==> config.mk <==
export PLATFORM = sky130hd
export DESIGN_NAME = crc_stream_hash
export DESIGN_NICKNAME = d
export VERILOG_FILES = /design/src/rtl/crc_pkg.sv /design/src/rtl/crc_lanes.sv /design/src/rtl/crc_stream_hash.sv
export SDC_FILE = /design/constraint.sdc
export NUM_CORES = 1
export LEC_CHECK = 0
export ABC_AREA = 0
export BUFFER_PORTS_ARGS = -buffer_cell sky130_fd_sc_hd__clkbuf_2
export CAP_MARGIN = 10
export CELL_PAD_IN_SITES_DETAIL_PLACEMENT = 1
export CELL_PAD_IN_SITES_GLOBAL_PLACEMENT = 1
export CORE_MARGIN = 5
export CORE_UTILIZATION = 55
export CTS_BUF_LIST = sky130_fd_sc_hd__clkbuf_8
export CTS_CLUSTER_DIAMETER = 200
export DETAILED_ROUTE_END_ITERATION = 12
export PLACE_DENSITY_LB_ADDON = 0.1
export SYNTH_ARGS = -nofsm -noshare
export SYNTH_HDL_FRONTEND = slang
export SYNTH_HIERARCHICAL = 1
export SYNTH_SLANG_ARGS = --single-unit
==> constraint.sdc <==
create_clock -name clk_i -period 10.9 [get_ports clk_i]
set_input_delay 1.09 -clock clk_i [delete_from_list [all_inputs] [get_ports clk_i]]
set_output_delay 1.09 -clock clk_i [all_outputs]
set_load 0.05 [all_outputs]
==> src/rtl/crc_pkg.sv <==
// Shared CRC arithmetic and types for the streaming Bloom-filter hash front end.
// crc_step is width-generic up to CrcMaxW bits; callers truncate the result to their width.
package crc_pkg;

  localparam int unsigned CrcMaxW  = 32;
  localparam int unsigned ByteMaxW = 16;
  localparam int unsigned CrcIdxW  = $clog2(CrcMaxW);
  localparam int unsigned ByteIdxW = $clog2(ByteMaxW);

  typedef enum logic {StIdle, StAccum} state_e;

  function automatic int unsigned calc_empty_w(input int unsigned bytes_per_clk);
    return (bytes_per_clk > 1) ? $clog2(bytes_per_clk) : 1;
  endfunction

  localparam int unsigned DefaultBytesPerClk = 4;
  localparam int unsigned DefaultEmptyW      = calc_empty_w(DefaultBytesPerClk);

  // MSB-first, non-reflected shift of one byte into a width-bit CRC register.
  function automatic logic [CrcMaxW-1:0] crc_step(input logic [ByteMaxW-1:0] data,
                                                  input logic [CrcMaxW-1:0]  crc,
                                                  input logic [CrcMaxW-1:0]  poly,
                                                  input int unsigned         width,
                                                  input int unsigned         byte_w);
    logic [CrcMaxW-1:0] c;
    logic [CrcMaxW-1:0] mask;
    logic               fb;
    mask = (width >= CrcMaxW) ? '1 : ((CrcMaxW'(1) << width) - CrcMaxW'(1));
    c    = crc & mask;
    for (int i = ByteMaxW - 1; i >= 0; i--) begin
      if (i < int'(byte_w)) begin
        fb = c[CrcIdxW'(width - 1)] ^ data[ByteIdxW'(i)];
        c  = (c << 1) & mask;
        if (fb) c = c ^ (poly & mask);
      end
    end
    return c;
  endfunction

  function automatic logic [11:0] crc_8d95(input logic [7:0] data, input logic [11:0] crc);
    return 12'(crc_step(ByteMaxW'(data), CrcMaxW'(crc), CrcMaxW'(12'h8D5), 12, 8));
  endfunction

endpackage

==> src/rtl/crc_lanes.sv <==
// Combinational chain of per-lane CRC byte steps; only the first lane_cnt_i lanes are applied,
// lane 0 first.
module crc_lanes
  import crc_pkg::*;
#(
  parameter int unsigned       BYTE_W        = 8,
  parameter int unsigned       WIDTH         = 12,
  parameter logic [WIDTH-1:0]  POLY          = 12'h8D5,
  parameter int unsigned       BYTES_PER_CLK = 4,
  parameter int unsigned       CNT_W         = $clog2(BYTES_PER_CLK + 1)
) (
  input  logic [WIDTH-1:0]                      crc_i,
  input  logic [BYTES_PER_CLK-1:0][BYTE_W-1:0]  data_i,
  input  logic [CNT_W-1:0]                      lane_cnt_i,
  output logic [WIDTH-1:0]                      crc_o
);

  logic [BYTES_PER_CLK:0][WIDTH-1:0] stage;

  assign stage[0] = crc_i;

  for (genvar g = 0; g < BYTES_PER_CLK; g++) begin : gen_lane
    logic [WIDTH-1:0] stepped;
    assign stepped = WIDTH'(crc_step(ByteMaxW'(data_i[g]), CrcMaxW'(stage[g]),
                                     CrcMaxW'(POLY), WIDTH, BYTE_W));
    assign stage[g+1] = (lane_cnt_i > CNT_W'(g)) ? stepped : stage[g];
  end

  assign crc_o = stage[BYTES_PER_CLK];

endmodule

==> src/rtl/crc_stream_hash.sv <==
// Streaming multi-channel CRC hash: accumulates sop/eop-framed byte strings and delivers
// HASH_CNT CRCs plus the byte length through a one-entry registered result slot.
module crc_stream_hash
  import crc_pkg::*;
#(
  parameter int unsigned                        BYTE_W        = 8,
  parameter int unsigned                        WIDTH         = 12,
  parameter logic [WIDTH-1:0]                   POLY          = 12'h8D5,
  parameter int unsigned                        BYTES_PER_CLK = 4,
  parameter int unsigned                        HASH_CNT      = 4,
  parameter logic [HASH_CNT-1:0][WIDTH-1:0]     INITS         = {12'h001, 12'h0A5, 12'h35C,
                                                                 12'hFFF},
  parameter int unsigned                        LEN_W         = 16,
  localparam int unsigned                       EMPTY_W       = calc_empty_w(BYTES_PER_CLK)
) (
  input  logic                                  clk_i,
  input  logic                                  rst_n_i,
  input  logic [BYTES_PER_CLK-1:0][BYTE_W-1:0]  data_i,
  input  logic                                  valid_i,
  input  logic                                  sop_i,
  input  logic                                  eop_i,
  input  logic [EMPTY_W-1:0]                    empty_i,
  output logic                                  ready_o,
  output logic [HASH_CNT-1:0][WIDTH-1:0]        hash_o,
  output logic [LEN_W-1:0]                      len_o,
  output logic                                  hash_valid_o,
  input  logic                                  hash_ready_i,
  output logic                                  err_o
);

  localparam int unsigned CntW = $clog2(BYTES_PER_CLK + 1);

  state_e                         state_q, state_d;
  logic [HASH_CNT-1:0][WIDTH-1:0] acc_q, acc_d;
  logic [HASH_CNT-1:0][WIDTH-1:0] hash_q, hash_d;
  logic [HASH_CNT-1:0][WIDTH-1:0] seed, lanes_out;
  logic [LEN_W-1:0]               len_q, len_d, len_out_q, len_out_d;
  logic [LEN_W-1:0]               len_base, len_new;
  logic [LEN_W:0]                 len_sum;
  logic                           hash_valid_q, hash_valid_d;
  logic                           err_q, err_d;
  logic                           accept, take;
  logic [CntW-1:0]                lane_cnt;

  assign ready_o = !hash_valid_q || hash_ready_i;
  assign accept  = valid_i && ready_o;
  // A beat only contributes if it opens a string or continues one; stray beats in idle are dropped.
  assign take    = accept && (sop_i || (state_q == StAccum));

  always_comb begin
    lane_cnt = CntW'(BYTES_PER_CLK);
    if (eop_i) lane_cnt = CntW'(BYTES_PER_CLK) - CntW'(empty_i);
  end

  assign seed     = sop_i ? INITS : acc_q;
  assign len_base = sop_i ? '0 : len_q;
  assign len_sum  = {1'b0, len_base} + (LEN_W + 1)'(lane_cnt);
  assign len_new  = len_sum[LEN_W] ? '1 : len_sum[LEN_W-1:0];

  for (genvar h = 0; h < HASH_CNT; h++) begin : gen_chan
    crc_lanes #(
      .BYTE_W       (BYTE_W),
      .WIDTH        (WIDTH),
      .POLY         (POLY),
      .BYTES_PER_CLK(BYTES_PER_CLK),
      .CNT_W        (CntW)
    ) u_lanes (
      .crc_i     (seed[h]),
      .data_i    (data_i),
      .lane_cnt_i(lane_cnt),
      .crc_o     (lanes_out[h])
    );
  end

  always_comb begin
    state_d      = state_q;
    acc_d        = acc_q;
    len_d        = len_q;
    hash_d       = hash_q;
    len_out_d    = len_out_q;
    hash_valid_d = hash_valid_q;
    err_d        = accept && (((state_q == StIdle) && !sop_i) || ((state_q == StAccum) && sop_i));
    if (hash_ready_i) hash_valid_d = 1'b0;
    if (take) begin
      acc_d   = lanes_out;
      len_d   = len_new;
      state_d = StAccum;
      if (eop_i) begin
        hash_d       = lanes_out;
        len_out_d    = len_new;
        hash_valid_d = 1'b1;
        state_d      = StIdle;
      end
    end
  end

  always_ff @(posedge clk_i or negedge rst_n_i) begin
    if (!rst_n_i) begin
      state_q      <= StIdle;
      acc_q        <= INITS;
      len_q        <= '0;
      hash_q       <= '0;
      len_out_q    <= '0;
      hash_valid_q <= 1'b0;
      err_q        <= 1'b0;
    end else begin
      state_q      <= state_d;
      acc_q        <= acc_d;
      len_q        <= len_d;
      hash_q       <= hash_d;
      len_out_q    <= len_out_d;
      hash_valid_q <= hash_valid_d;
      err_q        <= err_d;
    end
  end

  assign hash_o       = hash_q;
  assign len_o        = len_out_q;
  assign hash_valid_o = hash_valid_q;
  assign err_o        = err_q;

endmodule

# Word level (Yosys, flattened, before mapping)
# Cells that the tools add are included.
# totals
wordCells	439
regBits	131
# op_classes
magnitude_cmp	4
reduce_logical	11
add_sub_neg	2
muxes	152
bitwise_logic	257
# op_table
op	count
12-bit two-way mux	144
6-bit inverter	128
1-bit XOR	128
48-bit two-way mux	1
16-bit two-way mux	2
16-bit by 3-bit adder with 17-bit output	1
3-bit by 1-bit > comparator with 1-bit output (second input constant)	2
3-bit by 2-bit > comparator with 1-bit output (second input constant)	2
1-bit logical AND	5
1-bit two-way mux	4
1-bit logical OR	3
3-bit two-way mux	1
3-bit by 2-bit subtractor with 3-bit output (first input constant)	1
1-bit logical NOT	2
2-bit AND reduction	1
1-bit inverter	1

# Longest topological paths before layout
# Gate-level depths: netlist (run 1).
# depth
ltp_word	69
depth_mapped	23

# Cells and area by module
# The synthesis (run 1) kept the hierarchy.
# by_module_without_submodules
mod	seq_area_each_um2	cells_per_inst	n_inst	area_per_inst_um2
crc_lanes at gen_chan[1].u_lanes ...	0.0	259	3	2740.1
crc_stream_hash	3306.9	674	1	5884.4
crc_lanes at gen_chan[0].u_lanes	0.0	263	1	2752.6

# Worst setup path after synthesis (run 1)
# No wires, ideal clock.
# synth_path
path_kind	input-to-reg
start	input port sop_i
end	register hash_q, in the netlist hash_o[1]
arrival_time_ns	6.368
slack_ns	4.465
path_stages	21
path_cell_list	clkbuf_1 -> clkbuf_1 -> or2_2 -> xnor2_1 -> xnor3_1 -> xnor2_1 -> nor2_1 -> xnor2_1 -> xnor2_4 -> xnor3_1 -> a21oi_2 -> xor3_2 -> xor3_1 -> nor2_1 -> xnor3_2 -> xor2_4 -> xnor2_2 -> xnor3_1 -> mux2i_1 -> nand2_1 -> nand2_1
# synth_lines
item	line_no	source
from (decl)	crc_stream_hash.sv:20	input logic sop_i,
to (signal assigned)	crc_stream_hash.sv:110	hash_q <= hash_d;
to (decl)	crc_stream_hash.sv:35	logic [HASH_CNT-1:0][WIDTH-1:0] hash_q, hash_d;

==> results of run 1 <==
## final cells by class
class                           count  share of cell area (%)
Clock buffer                       18                   1.366
Clock inverter                     14                  0.9800
Inverter                            6                  0.1242
Multi-Input combinational cell   1509                   73.06
Sequential cell                   131                   18.24
Tap cell                          396                   2.733
Timing Repair Buffer              119                   3.499
## cells in the final DEF, fill, tap and decap left out, drive strengths merged, types with 3 or more instances in the layout
cell type,n
nand2,391
xnor2,373
xor2,168
clkbuf,123
xnor3,111
dfrtp,108
nor2,98
mux2i,59
a21oi,49
o21ai,47
or2,32
nor2b,30
dfstp,23
xor3,19
buf,14
nand2b,13
or3,12
and2,12
inv,12
mux2,10
o21a,7
nand3,7
o22a,7
nor3,7
a211oi,5
a31oi,5
o211ai,5
ha,5
a211o,4
nand4,3
bufinv,3
and2b,3
nor4,3
or4,3
clkinv,3
## sequential cells by signal (all words and copies together), names as in the netlist
signal        count
hash_o           48
hash_valid_o      1
acc_q            48
len_o            16
len_q            16
err_o             1
state_q           1
## logic make-up after synthesis
family                     Yosys count
buffers and inverters               74
DFF                                131
and+or+nand+nor                    623
xor gates and xnor gates           671
adders and majority gates            6
muxes                               69
AOI/OAI and AO/OA                  140
## per-stage QoR
| stage | hold slack [ps] | setup WS, ps |
|---|---|---|
| after floorplan | 435.5 | 4465 |
| after global placement | 443.8 | 3552 |
| after detailed placement | 445.9 | 3447 |
| after CTS | 459.4 | 3967 |
| after global routing | 473.2 | 3643 |
| final | 457.1 | 3910 |
## worst min-delay path, stage by stage, from the launching register on
cell     delay [ps]
dfstp_2         370
nand2_1          50
nand2_1          40
## layer usage
| metal | vias up | track usage, % | wire length (um) |
|---|---|---|---|
| met4 | 0 | 9.982 | 1596 |
| li1 | 5707 | - | - |
| met5 | - | 0 | 0 |
| met2 | 259 | 49.76 | 24200 |
| met1 | 6194 | 40.77 | 22420 |
| met3 | 74 | 3.299 | 1865 |
## worst paths after layout
path                                          end  slack (ps)
setup reg to reg            hash_o[0]$_DFFE_PN0P_        4960
hold / removal              acc_q[10]$_DFFE_PN1P_         460
setup / recovery            hash_o[0]$_DFFE_PN0P_        3910
hold reg to reg             acc_q[10]$_DFFE_PN1P_         460
min in group asynchronous    len_o[3]$_DFFE_PN0P_         580
max in group asynchronous  hash_o[14]$_DFFE_PN0P_        8960
==> results.rst, run 1 <==
.. list-table::
   :header-rows: 1

   * - Metric
     - Value
   * - Run status
     - completed
   * - Launching element of the worst setup path
     - sop_i
   * - Clock Skews
     - 11.84 ps
   * - Most frequently used cell type in the post-synthesis netlist
     - nand2_1
   * - Number of rows in the core area
     - 64
   * - Area growth from synthesis to final layout
     - 7.548%
   * - Total I/O pin count
     - between 100 and 150
   * - Worst hold stages
     - 2
   * - Via count
     - 12.23k
   * - CTS tree
     - yes
   * - Antenna violation net count after detailed routing
     - 0
   * - Share of the core filled with cells
     - between 50% and 60%
   * - Post-synthesis sequential area ratio
     - between 10% and 20%
   * - Worst R2R Start
     - acc_q[4]$_DFFE_PN1P_
   * - Area of the multi-input gates
     - 13250 um^2
   * - Synth Net Count
     - between 1.5k and 2k
   * - Worst Path Buf+Inv
     - 2
   * - Die area
     - between 30000 and 40000 um^2
   * - Worst reg-to-reg path cell count
     - 19
   * - Async set or reset register ratio after synthesis
     - 100.0%
   * - Latest clock arrival within the worst-skew pair
     - around 470 ps
   * - Vias in the first global route
     - approximately 13k
   * - Cell-by-cell trace of the critical path
     - clkbuf_2 > buf_4 > or2_2 > xnor2_1 > xnor3_1 > xnor2_1 > mux2i_2 > xor3_1 > xnor2_2 > xnor2_4 > and4_1 > a2111o_1 > or2_2 > xnor2_1 > mux2i_1 > xor2_1 > xnor3_1 > xor2_1 > mux2_2 > nand2_1 > nand2_1
   * - Cell type contributing the most total cell area after synthesis
     - dfrtp_1
   * - Final Hold Fails
     - 0
   * - Cell depth of the worst setup path
     - 21
   * - Number of antenna violations at the first check in global routing
     - 0
   * - Wire length of the first global-routing pass
     - ~77000 um
   * - Sequential Area
     - between 3000 and 4000 um^2
   * - Inserted Clock Buffers
     - 17
   * - Number of detailed-routing iterations run before antenna repair
     - 5
   * - Hold buffer count at cts
     - 0
   * - Initial detailed-routing violation count
     - around 740
   * - Placement Cell Area
     - roughly 18000 um^2
   * - Setup total negative slack
     - 0 ps
   * - Post-Route WL
     - between 50000 and 60000 um
   * - Overall fraction of global-route tracks in use
     - 29.82%
   * - MaxCap Viol Count
     - 0
   * - Data arrival at the endpoint of the critical path
     - roughly 7400 ps
   * - Adder-cell share of the synthesized area
     - less than 1%
   * - Number of antenna repair diodes
     - 0
   * - Routability Congestion
     - 0.8778
   * - Flip-flop and latch count after synthesis
     - approximately 130
   * - Minimum period implied by the final worst setup slack
     - 6990 ps
   * - Height of the chip
     - 185.1 um
   * - Least-Margin Pin Slew
     - ~1200 ps
   * - Post-detailed-route DRC marker count
     - 0
   * - Parity-gate share of the synthesized area counting xor and xnor cells
     - 51.14%
   * - Count of cell types in the netlist
     - 74
   * - Post-Layout Cell Count
     - about 2.2k
   * - Overflow left after global routing
     - 0
   * - Kind of capture point of the worst setup path
     - flop
   * - Worst setup SP type
     - primary input
   * - Slew margin rel.
     - 23.09%
   * - Gate Count Post-Synth
     - ~1.7k
   * - Setup repair after global routing missed its margin
     - false
   * - Worst min path class
     - reg2reg
   * - Fill cell instance count of the final layout
     - about 3.4k
   * - Ys flop type
     - dfrtp_1
   * - Synth Warn #
     - 6
   * - Tcrit/Tclk final
     - approximately 64%
   * - Number of resized instances in the post-cts repair step
     - 0
   * - Simple-gate area share of the yosys netlist
     - 16.37%
   * - Sinks on Clock Net
     - around 130
   * - Achievable frequency
     - approximately 140 MHz
   * - CTS clk-pin slew, worst paths
     - ~90 ps
   * - Number of enable flip-flop cells after synthesis
     - 0
   * - CP top delay family
     - XOR/XNOR gates
   * - Largest family of logic cells by synthesized area
     - XOR/XNOR gates
   * - Path type of the worst setup path
     - in2reg
   * - Clock Tree Buf Depth
     - 2
   * - Worst min-delay path startpoint
     - acc_q[10]$_DFFE_PN1P_
   * - Share of the synthesized area in compound gates (AO/OA/AOI/OAI)
     - 5.589%
   * - Avg Synthesized Cell Area
     - ~9.8 um^2
   * - Proportion of netlist area held by the largest area contributor
     - between 15 and 20%
   * - Horizontal die dimension
     - roughly 190 um
   * - Total number of nets in the final design
     - 1830
   * - Most frequent cells after synthesis
     - nand2_1, xnor2_1, xor2_1
   * - Maximum number of pins on one net before global-route repair
     - between 80 and 90
   * - Postcts setup bufs
     - 0
   * - Worst path most repeated cell
     - xnor2_1
   * - Number of vias per cell
     - around 5.6
   * - Count of input and output buffers
     - approximately 110
   * - Critical path's largest stage delay
     - roughly 590 ps
   * - Design area
     - 18130 um^2
   * - Most area-consuming cells after synthesis
     - dfrtp_1, xnor2_1, xnor3_1
   * - Crit-path max FO
     - 32
   * - Post-detail-place hpwl
     - ~37000 um
   * - Level count of the clock H-tree
     - 4
   * - Final max-slew violation count
     - 0
   * - Synthesized area
     - 16860 um^2
   * - Cells after DPL
     - about 2.2k
   * - Share of synthesized area spent on multiplexers
     - between 4 and 5%
   * - Detailed-route wire length per cell
     - ~23 um
   * - Initial core utilization
     - between 50% and 60%
   * - Fraction of final layout cells with drive strength greater than 1
     - 20.09%
   * - Floorplan Core Area
     - 30430 um^2
   * - Slowest-stage cell, CP
     - xnor3_1
   * - Data required time of the critical path
     - approximately 11000 ps
   * - Clk root buf
     - clkbuf_8
   * - Final-report setup violation count
     - 0
Power of run 1 is left out: the tool's default activity adds up to more than one toggle a clock period on the data nets, which glitch-free logic cannot reach.
==> run 2, diff against run 1 <==
--- a/config.mk
+++ b/config.mk
@@ -5,13 +5,13 @@
 export SDC_FILE = /design/constraint.sdc
 export NUM_CORES = 1
 export LEC_CHECK = 0
-export ABC_AREA = 0
+export ABC_AREA = 1
 export BUFFER_PORTS_ARGS = -buffer_cell sky130_fd_sc_hd__clkbuf_2
 export CAP_MARGIN = 10
 export CELL_PAD_IN_SITES_DETAIL_PLACEMENT = 1
 export CELL_PAD_IN_SITES_GLOBAL_PLACEMENT = 1
 export CORE_MARGIN = 5
-export CORE_UTILIZATION = 55
+export CORE_UTILIZATION = 46
 export CTS_BUF_LIST = sky130_fd_sc_hd__clkbuf_8
 export CTS_CLUSTER_DIAMETER = 200
 export DETAILED_ROUTE_END_ITERATION = 12
==> constraint.sdc (replaced) <==
create_clock -name clk_i -period 7.2 [get_ports clk_i]
set_input_delay 0.72 -clock clk_i [delete_from_list [all_inputs] [get_ports clk_i]]
set_output_delay 0.72 -clock clk_i [all_outputs]
set_load 0.05 [all_outputs]
==> results.rst, run 2 <==
.. list-table::
   :header-rows: 1

   * - Metric
     - Value
   * - Run status
     - completed
   * - Floorplan Core Area
     - 39640 um^2 (+30%)
   * - Share of the core filled with cells
     - 52.26% (-7.3 points)
   * - Level count of the clock H-tree
     - 4 (unchanged)
   * - Post-Route WL
     - 72160 um (+44%)
   * - Worst setup SP type
     - primary input
   * - CTS clk-pin slew, worst paths
     - 110 ps (+20 ps)
   * - Vias in the first global route
     - 20.24k (+54%)
   * - Worst Path Buf+Inv
     - 6 (+4)
   * - Ys flop type
     - dfrtp_1
   * - Post-detail-place hpwl
     - 56110 um (+50%)
   * - Clock Skews
     - 24.31 ps (+12.48 ps)
   * - Overflow left after global routing
     - 0 (unchanged)
   * - Total I/O pin count
     - 107 (unchanged)
   * - Hold buffer count at cts
     - 0 (unchanged)
   * - Data required time of the critical path
     - 7590 ps (-3680 ps)
   * - Gate Count Post-Synth
     - 2954 (+72%)
   * - Inserted Clock Buffers
     - 17 (unchanged)
   * - Sinks on Clock Net
     - 131 (unchanged)
   * - Number of antenna violations at the first check in global routing
     - 1 (+1)
   * - Crit-path max FO
     - 11 (-66%)
   * - Number of vias per cell
     - 5.470 (-2.0%)
   * - Synthesized area
     - 18420 um^2 (+9.3%)
   * - Number of enable flip-flop cells after synthesis
     - 0 (unchanged)
   * - Tcrit/Tclk final
     - 96.24%
   * - Leading cell types in the layout, fill and taps excluded
     - nand2_1, inv_1, nand3_1
   * - Slew margin rel.
     - 23.46% (+0.38 points)
   * - Design area
     - 20710 um^2 (+14%)
   * - Final Hold Fails
     - 0 (unchanged)
   * - Final max-slew violation count
     - 0 (unchanged)
   * - End of the worst register-to-register path
     - acc_q[11]$_DFFE_PN1P_
   * - Flip-flop and latch count after synthesis
     - 131 (unchanged)
   * - Worst min path class
     - in2async
   * - Clock Tree Buf Depth
     - 2 (unchanged)
   * - Destination of the critical timing path
     - acc_q[11]$_DFFE_PN1P_
   * - Latest clock arrival within the worst-skew pair
     - 470 ps (about the same)
   * - Placement Cell Area
     - 19570 um^2 (+11%)
   * - Number of antenna repair diodes
     - 0 (unchanged)
   * - Kind of capture point of the worst setup path
     - flop
   * - Maximum number of pins on one net before global-route repair
     - 90 (+9.8%)
   * - Final-report setup violation count
     - 0 (unchanged)
   * - Horizontal die dimension
     - 210.1 um (+14%)
   * - Die area
     - 44150 um^2 (+29%)
   * - Total number of nets in the final design
     - 3112 (+70%)
   * - Area growth from synthesis to final layout
     - 12.43%
   * - Leading cell type in the layout, fill and taps excluded
     - nand2_1
   * - MaxCap Viol Count
     - 0 (unchanged)
   * - Clk root buf
     - clkbuf_8
   * - Overall fraction of global-route tracks in use
     - 31.48% (+1.7 points)
   * - Fraction of final layout cells with drive strength greater than 1
     - 24.65% (+4.6 points)
   * - Path type of the worst setup path
     - in2reg
   * - Proportion of netlist area held by the largest area contributor
     - 20.88% (+4.9 points)
   * - Critical path's largest stage delay
     - 370 ps (-220 ps)
   * - Achievable frequency
     - 144.3 MHz
   * - Post-synthesis sequential area ratio
     - 17.95% (-1.7 points)
   * - Most frequent cells after synthesis
     - nand2_1, inv_1, nand3_1
   * - Routability Congestion
     - 0.9626 (+9.7%)
   * - Slowest-stage cell, CP
     - xor2_1
   * - Count of input and output buffers
     - 106 (unchanged)
   * - Worst path most repeated cell
     - nand2_2
   * - Via count
     - 19.71k (+61%)
   * - Initial detailed-routing violation count
     - 1202 (+63%)
   * - Launching element of the worst setup path
     - sop_i
   * - Least-Margin Pin Slew
     - 1148 ps (-5.642 ps)
   * - Post-detailed-route DRC marker count
     - 0 (unchanged)
   * - Synth Net Count
     - 3000 (+70%)
   * - Count of cell types in the netlist
     - 48 (-35%)
   * - Avg Synthesized Cell Area
     - 6.237 um^2 (-37%)
   * - Cell depth of the worst setup path
     - 51 (+140%)
   * - Antenna violation net count after detailed routing
     - 0 (unchanged)
   * - Wire length of the first global-routing pass
     - 110900 um (+43%)
   * - Data arrival at the endpoint of the critical path
     - 7320 ps (-40 ps)
   * - Initial core utilization
     - 46.48% (-8.9 points)
   * - Worst R2R Start
     - acc_q[11]$_DFFE_PN1P_
   * - CP top delay family
     - simple AND/OR/NAND/NOR gates
   * - Register-to-register setup slack
     - 520 ps (-4440 ps)
   * - Most frequently used cell type in the post-synthesis netlist
     - nand2_1
   * - Height of the chip
     - 210.1 um (+14%)
   * - Worst reg-to-reg path cell count
     - 52 (+33)
   * - Most area-consuming cells after synthesis
     - nand2_1, dfrtp_1, nand3_1
   * - CTS tree
     - yes
   * - Detailed-route wire length per cell
     - 20.02 um (-12%)
   * - Cell type contributing the most total cell area after synthesis
     - nand2_1
   * - Async set or reset register ratio after synthesis
     - 100.0% (unchanged)
   * - Number of rows in the core area
     - 73 (+14%)
   * - Number of detailed-routing iterations run before antenna repair
     - 5 (unchanged)
   * - Synth Warn #
     - 6 (unchanged)
   * - Minimum period implied by the final worst setup slack
     - roughly 6900 ps
[run 2: changes by cell type after synthesis, moves of 100 or more]
cell,change
inv_1,+328
nand2_1,+636
nand2_2,+161
nand3_1,+307
o21ai_0,+108
xnor2_1,-247
xnor3_1,-100
[run 2: worst min-delay path by stage]
stage                      startpoint  slack [ps]                      to
2_1_floorplan                 rst_n_i         420   acc_q[12]$_DFFE_PN0P_
3_3_place_gp   hash_o[46]$_DFFE_PN0P_         460  hash_o[46]$_DFFE_PN0P_
3_5_place_dp    len_o[15]$_DFFE_PN0P_         460   len_o[15]$_DFFE_PN0P_
4_1_cts                       rst_n_i         340    len_o[5]$_DFFE_PN0P_
5_1_grt                       rst_n_i         360    len_o[8]$_DFFE_PN0P_
6_report                      rst_n_i         310    len_o[5]$_DFFE_PN0P_
[run 2: worst register-to-register path: cells and delay by family, from the launching register on]
kind / cells / cell delay, ps
buffers and inverters: 4 / 250
AOI/OAI and AO/OA: 2 / 390
and+or+nand+nor: 42 / 4420
DFF: 1 / 560
xor gates and xnor gates: 4 / 1020
[run 2: cells by family after synthesis]
kind of cell	after synthesis	synth area share (%)
and+or+nand+nor	1873	50.72
buffers and inverters	458	9.657
xor gates and xnor gates	263	14.63
AOI/OAI and AO/OA	223	6.587
DFF	131	17.95
adders and majority gates	6	0.4482
[run 2: layout make-up]
class	instances	area, um^2
Sequential cell	131	3307
Inverter	397	1490
Multi-Input combinational cell	2365	13890
Fill cell	5521	18930
Tap cell	525	656.9
Clock inverter	13	158.9
Timing Repair Buffer	154	950.9
Clock buffer	19	261.5
[run 2: routing by layer]
metal / track usage (%) / routed length [um] / vias to the layer above
met1: 39.91 / 30550 / 9676
li1: - / - / 9433
met2: 53.84 / 34730 / 455
met5: 0 / 0 / -
met3: 4.792 / 3581 / 149
met4: 12.74 / 3299 / 0
[run 2: what timing repair did]
item	4_1_cts	5_1_grt
endpoints found under the setup margin	0	79
gates resized for setup	0	117
buffers inserted	0	15
[run 2: stage by stage]
stage	hold WS [ps]	setup slack [ps]	instances	setup TNS (ps)
after floorplan	424.4	1064	2954	0
after global placement	457.2	60.86	3555	0
after detailed placement	464.6	-223.6	3555	-2784
after CTS	335.1	186.8	3587	0
after global routing	356.5	-146.0	3604	-1597
final	305.3	270.9	3604	0
Power of run 2 is left out for the same reason.
